## config.mk

```make
export PLATFORM = sky130hd
export DESIGN_NAME = pipeline_ctrl
export DESIGN_NICKNAME = d
export VERILOG_FILES = /design/src/rtl/pipeline_pkg.sv /design/src/rtl/hazard_detect.sv /design/src/rtl/pipeline_ctrl.sv
export SDC_FILE = /design/constraint.sdc
export NUM_CORES = 1
export LEC_CHECK = 0
export ABC_AREA = 1
export BUFFER_PORTS_ARGS = -buffer_cell sky130_fd_sc_hd__buf_2
export CAP_MARGIN = 15
export CORE_AREA = 4 4 80 82
export CTS_BUF_LIST = sky130_fd_sc_hd__clkbuf_16
export CTS_CLUSTER_DIAMETER = 100
export DETAILED_ROUTE_END_ITERATION = 16
export DIE_AREA = 0 0 84 86
export HOLD_SLACK_MARGIN = 0.15
export PLACE_DENSITY = 0.84
export SYNTH_ARGS = -nofsm -noshare
export SYNTH_HDL_FRONTEND = slang
export SYNTH_SLANG_ARGS = --single-unit
```

## constraint.sdc

```tcl
create_clock -name clk -period 1.6 [get_ports clk]
set_input_delay 0.24 -clock clk [delete_from_list [all_inputs] [get_ports clk]]
set_output_delay 0.24 -clock clk [all_outputs]
set_load 0.05 [all_outputs]
```

## src/rtl/pipeline_pkg.sv

```systemverilog
// Shared types and defaults for the pipeline control block.
// State codes, counter width and memory timeout defaults.
package pipeline_pkg;

  localparam int CNT_W_DEF       = 16;
  localparam int MEM_TIMEOUT_DEF = 255;

  typedef enum logic [1:0] {
    S_RUN  = 2'd0,
    S_HAZ  = 2'd1,
    S_MEMW = 2'd2,
    S_BR   = 2'd3
  } state_e;

endpackage

```

## src/rtl/hazard_detect.sv

```systemverilog
// Combinational RAW match and per-cycle action priority.
// Ports: ID sources, EX/MEM dests, busy/branch in; one-hot act + controls out.
module hazard_detect
  import pipeline_pkg::*;
(
  input  logic       id_src1_i,
  input  logic [3:0] src1_i,
  input  logic [3:0] src2_i,
  input  logic       use_src2_i,
  input  logic [3:0] exe_dest_i,
  input  logic       exe_wb_en_i,
  input  logic       exe_mem_r_en_i,
  input  logic [3:0] mem_dest_i,
  input  logic       mem_wb_en_i,
  input  logic       fwd_en_i,
  input  logic       branch_taken_i,
  input  logic       br_pend_i,
  input  logic       mem_busy_i,
  output logic       do_busy_o,
  output logic       do_br_o,
  output logic       do_haz_o,
  output logic       freeze_if_o,
  output logic       freeze_if_id_o,
  output logic       freeze_ex_mem_o,
  output logic       flush_if_id_o,
  output logic       flush_id_ex_o
);

  logic ex_m, mem_m, haz, br;

  assign ex_m = exe_wb_en_i &&
    (src1_i == exe_dest_i ||
     (use_src2_i && src2_i == exe_dest_i));

  assign mem_m = mem_wb_en_i &&
    (src1_i == mem_dest_i ||
     (use_src2_i && src2_i == mem_dest_i));

  // With forwarding only a load in EX
  // cannot be bypassed in time.
  assign haz = fwd_en_i ? (ex_m && exe_mem_r_en_i)
                        : (ex_m || mem_m);

  assign br = branch_taken_i | br_pend_i;

  // Priority resolved here so the
  // decoder below sees a one-hot select.
  assign do_busy_o = mem_busy_i;
  assign do_br_o   = br & ~mem_busy_i;
  assign do_haz_o  = haz & ~br & ~mem_busy_i;

  always_comb begin
    freeze_if_o     = 1'b0;
    freeze_if_id_o  = 1'b0;
    freeze_ex_mem_o = 1'b0;
    flush_if_id_o   = 1'b0;
    flush_id_ex_o   = 1'b0;
    unique case (1'b1)
      do_busy_o: begin
        freeze_if_o     = 1'b1;
        freeze_if_id_o  = 1'b1;
        freeze_ex_mem_o = 1'b1;
      end
      do_br_o: begin
        flush_if_id_o = 1'b1;
        flush_id_ex_o = 1'b1;
      end
      do_haz_o: begin
        freeze_if_o    = 1'b1;
        freeze_if_id_o = 1'b1;
        flush_id_ex_o  = 1'b1;
      end
      default: ;
    endcase
  end

  logic unused;
  assign unused = id_src1_i;

endmodule

```

## src/rtl/pipeline_ctrl.sv

```systemverilog
// Pipeline freeze/flush control FSM with perf counters.
// Ports: hazard/branch/busy in; freeze/flush, state, mem_err, counts out.
module pipeline_ctrl
  import pipeline_pkg::*;
#(
  parameter int MEM_TIMEOUT = MEM_TIMEOUT_DEF,
  parameter int CNT_W       = CNT_W_DEF
) (
  input  logic             clk,
  input  logic             rst,
  input  logic [3:0]       id_src1,
  input  logic [3:0]       id_src2,
  input  logic             id_use_src2,
  input  logic [3:0]       exe_dest,
  input  logic             exe_wb_en,
  input  logic             exe_mem_r_en,
  input  logic [3:0]       mem_dest,
  input  logic             mem_wb_en,
  input  logic             fwd_en,
  input  logic             branch_taken,
  input  logic             mem_busy,
  output logic             freeze_if,
  output logic             freeze_if_id,
  output logic             freeze_ex_mem,
  output logic             flush_if_id,
  output logic             flush_id_ex,
  output logic [1:0]       state,
  output logic             mem_err,
  output logic [CNT_W-1:0] stall_cnt,
  output logic [CNT_W-1:0] flush_cnt
);

  localparam int BW = $clog2(MEM_TIMEOUT + 1);
  localparam logic [BW-1:0] BMAX = BW'(MEM_TIMEOUT);
  localparam logic [CNT_W-1:0] CMAX = '1;

  state_e           state_q, state_d;
  logic             br_pend_q, br_pend_d;
  logic             mem_err_q, mem_err_d;
  logic [BW-1:0]    busy_q, busy_d;
  logic [CNT_W-1:0] stall_q, stall_d;
  logic [CNT_W-1:0] flush_q, flush_d;

  logic do_busy, do_br, do_haz;
  logic f_if, f_ifid, f_exmem;
  logic fl_ifid, fl_idex;

  hazard_detect u_hd (
    .id_src1_i       (1'b0),
    .src1_i          (id_src1),
    .src2_i          (id_src2),
    .use_src2_i      (id_use_src2),
    .exe_dest_i      (exe_dest),
    .exe_wb_en_i     (exe_wb_en),
    .exe_mem_r_en_i  (exe_mem_r_en),
    .mem_dest_i      (mem_dest),
    .mem_wb_en_i     (mem_wb_en),
    .fwd_en_i        (fwd_en),
    .branch_taken_i  (branch_taken),
    .br_pend_i       (br_pend_q),
    .mem_busy_i      (mem_busy),
    .do_busy_o       (do_busy),
    .do_br_o         (do_br),
    .do_haz_o        (do_haz),
    .freeze_if_o     (f_if),
    .freeze_if_id_o  (f_ifid),
    .freeze_ex_mem_o (f_exmem),
    .flush_if_id_o   (fl_ifid),
    .flush_id_ex_o   (fl_idex)
  );

  // Controls are forced quiet while reset is held.
  assign freeze_if     = rst & f_if;
  assign freeze_if_id  = rst & f_ifid;
  assign freeze_ex_mem = rst & f_exmem;
  assign flush_if_id   = rst & fl_ifid;
  assign flush_id_ex   = rst & fl_idex;

  assign state     = state_q;
  assign mem_err   = mem_err_q;
  assign stall_cnt = stall_q;
  assign flush_cnt = flush_q;

  always_comb begin
    state_d   = S_RUN;
    br_pend_d = br_pend_q;
    stall_d   = stall_q;
    flush_d   = flush_q;
    unique case (1'b1)
      do_busy: begin
        state_d   = S_MEMW;
        // Branch seen while frozen is replayed later.
        br_pend_d = br_pend_q | branch_taken;
      end
      do_br: begin
        state_d   = S_BR;
        br_pend_d = 1'b0;
        if (flush_q != CMAX)
          flush_d = flush_q + 1'b1;
      end
      do_haz: begin
        state_d = S_HAZ;
        if (stall_q != CMAX)
          stall_d = stall_q + 1'b1;
      end
      default: ;
    endcase
  end

  always_comb begin
    busy_d = '0;
    if (mem_busy)
      busy_d = (busy_q == BMAX) ? busy_q
                                : busy_q + 1'b1;
    mem_err_d = mem_err_q | (busy_d == BMAX);
  end

  always_ff @(posedge clk) begin
    if (!rst) begin
      state_q   <= S_RUN;
      br_pend_q <= 1'b0;
      mem_err_q <= 1'b0;
      busy_q    <= '0;
      stall_q   <= '0;
      flush_q   <= '0;
    end else begin
      state_q   <= state_d;
      br_pend_q <= br_pend_d;
      mem_err_q <= mem_err_d;
      busy_q    <= busy_d;
      stall_q   <= stall_d;
      flush_q   <= flush_d;
    end
  end

endmodule

```

==> metrics.txt <==
pre-CTS WS=-0.1003 ns; Net Switching=0.6851 mW; ANT cells=0; Final #Nets=536; Seq cells post-synth=44; synth warn=0; clk_skew=0.005933 ns; Crit path buffers/inverters=0; H-tree levels=2; TritonCTS clock tree=yes; DRC errors left=0; critical path class=register to register; register area=925.9 um2; Hold Path Sink=busy_q[2]; Die ar.=7224 um2; Max Cap Violations=0; gr ovfl total=0; critical path endpoint category=register; Mapped Area=2683 um2; crit path cell chain=ha_4, nand3_4, nor2_4, nand4_1, nand2b_4, nand3_4, nand2_1, a21oi_1; top_reg_cell synth=dfxtp_1; vias in the first global route=2,962; initial core utilization=46.69%; Reg2Reg Setup Slack=0.02 ns; GP Congestion=0.9440; Cells on Worst Hold Path=3; final hold viol count=0; FF-to-FF path depth=8; TritonCTS Buffers=5; io pins=65; Synth Net Count=443; Longest Clk Path Bufs=2; total clock sinks=44; Starting DRT DRC Count=367; Clk Latency, worst-skew pair=0.29 ns; fin util=64.48%; Startpoint Class=register; Routed WL=8048 um; Via density=5.289; area of the core=5746 um2; internal power=1.955 mW; WL per Instance=13.78 um; worst-margin pin slew=0.3064 ns; Worst path top cell family by delay=simple AND/OR/NAND/NOR gates; site row count=28; Setup-failing EPs final=0; Initial DRT Pass Iterations=5; number of flops mapped to enable cells by yosys=0; most used cell, CP=nand3_4; normalized max-slew margin=79.42%; Leak Pwr=1.643 nW; initial antenna violation count=0; HP Start=mem_busy; status=completed; count of cell types in the netlist=31; Synth top cells by count=nand2_1 (120), nor2_1 (59), dfxtp_1 (44); Synth area leader=dfxtp_1; Largest stage delay, worst path=0.38 ns; dpl hpwl=5425 um; Synth async-reset ratio=0%; CP max-delay cell=dfxtp_4; Multi-input gate area=1724 um2; Seq/Total Area, Yosys=32.84%; clock root cell=clkbuf_16; Fill cells=473; Pwr per Cell Area=712.6 nW/um2; Post-Syn Instances=415; setup ws final=0.02371 ns; Comb pwr share=12.4%; Max Freq=634.4 MHz; worst-path maximum fanout=8; largest net degree at the start of global routing=26; RSZ-0062 raised after global routing=yes; port bufs=64; routed via count=3,089; top-count cell post-synth=nand2_1; crit path DAT=1.79 ns; mean area per synthesized cell=6.464 um2; Layout area overhead=38.11%; first-pass GRT wire length=12,940 um; Tcrit/Tclk final=98.52%; min Tclk post-route=1.576 ns; Sw Ratio=25.95%; maximum VDD drop=0.6290 mV; final slew viol count=0; largest cells by area after synthesis=dfxtp_1 (33%), nand2_1 (17%), nor2_1 (8.3%); Req. time, crit path=1.81 ns; Seq pwr share=42.0%; ratio of cells with drive above 1 in the final layout=33.20%; gr usage total=21.55%; area fraction of the dominant cell type after synthesis=32.84%; Worst-path clk slew=0.07 ns; antenna viol nets, final=0; worst hold path class=input port to register; die extent in x=84 um; DIE HEIGHT=86 um; worst r2r src=stall_cnt[1]; Clk pwr share=45.6%; RR Endpoint=stall_cnt[9]; CTS Hold Bufs=0
[worst max-delay path by stage]
stage,from,end,slack (ns),cells past startpoint
floorplan,stall_cnt[1],stall_cnt[2],-0.05,9
global placement,exe_dest[2],flush_id_ex,-0.06,10
detailed placement,exe_dest[2],flush_id_ex,-0.10,10
CTS,stall_cnt[1],stall_cnt[9],-0.003,8
global route,stall_cnt[1],stall_cnt[9],-0.04,8
finish,stall_cnt[1],stall_cnt[9],0.02,8
[tightest hold or removal path: stages]
cell     delay, ns
buf_2         0.17
nand2_1       0.09
nor2_1        0.03
[layout by cell type (no fill, tap or decap), types with 6 or more instances in the layout]
cell type / count
nand4_1: 21
nor2_1: 50
buf_4: 32
buf_6: 6
dfxtp_2: 18
buf_2: 57
xor2_1: 16
nand2_2: 7
a21oi_1: 28
dfxtp_1: 20
nand3_1: 20
nor2_2: 6
inv_1: 38
nand2_1: 112
dfxtp_4: 6
nor3_1: 9
xnor2_1: 10
[final cells by class]
class	count	area share (%)
multi-input combinational	317	46.54
sequential	44	24.99
timing repair buffer	97	16.95
inverter	43	4.357
clock buffer	5	3.377
tap	75	2.533
clock inverter	3	1.250
[per-stage QoR]
| stage | power (mW) | area [um2] | hold slack, ns | std cells | setup TNS [ns] |
|---|---|---|---|---|---|
| after detailed placement | 1.425 | 3313 | 0.4496 | 566 | -1.208 |
| after CTS | 2.621 | 3528 | 0.2572 | 575 | -0.005068 |
| after global routing | 2.728 | 3705 | 0.2835 | 584 | -0.2415 |
| after floorplan | 1.331 | 2788 | 0.3763 | 415 | -0.4647 |
| final | 2.640 | 3705 | 0.2773 | 584 | 0 |
| after global placement | 1.418 | 3313 | 0.4413 | 566 | -0.5515 |
[sequential cells by signal, summed over array words and instances, names as in the netlist]
| signal | count |
|---|---|
| flush_cnt | 16 |
| br_pend_q | 1 |
| busy_q | 8 |
| stall_cnt | 16 |
| mem_err | 1 |
| state | 2 |
[cells by family (layout without fill, tap and decap cells)]
family,count (synthesis),after routing,share of synthesized area [%]
compound gates,46,46,9.236
xor+xnor,26,26,8.488
fa+ha+maj,3,3,1.399
buf+inv,56,148,8.488
flops,44,44,32.84
simple gates,240,242,39.55
[per-layer routing]
metal,routed length [um],GRT usage [%]
met1,3295,25.15
met2,3937,37.74
met3,552,4.803
met4,262,9.795
met5,0,0
[power by group through the flow]
stage | registers (mW) | logic (mW) | clock network, mW
after global placement | 1.14 | 0.282 | 0
after floorplan | 1.16 | 0.166 | 0
after CTS | 1.11 | 0.302 | 1.21
after global routing | 1.11 | 0.356 | 1.26
final | 1.11 | 0.326 | 1.20
after detailed placement | 1.14 | 0.289 | 0
[what timing repair did]
action                                  in CTS  in global routing
cloned                                       1                  1
buffers inserted                             0                  8
endpoints found under the hold margin        0                  0
pin swaps                                    0                 12
endpoints found under the setup margin       7                 30
resized for setup                           12                 38
No activity file was read; power rests on OpenSTA's default activity.
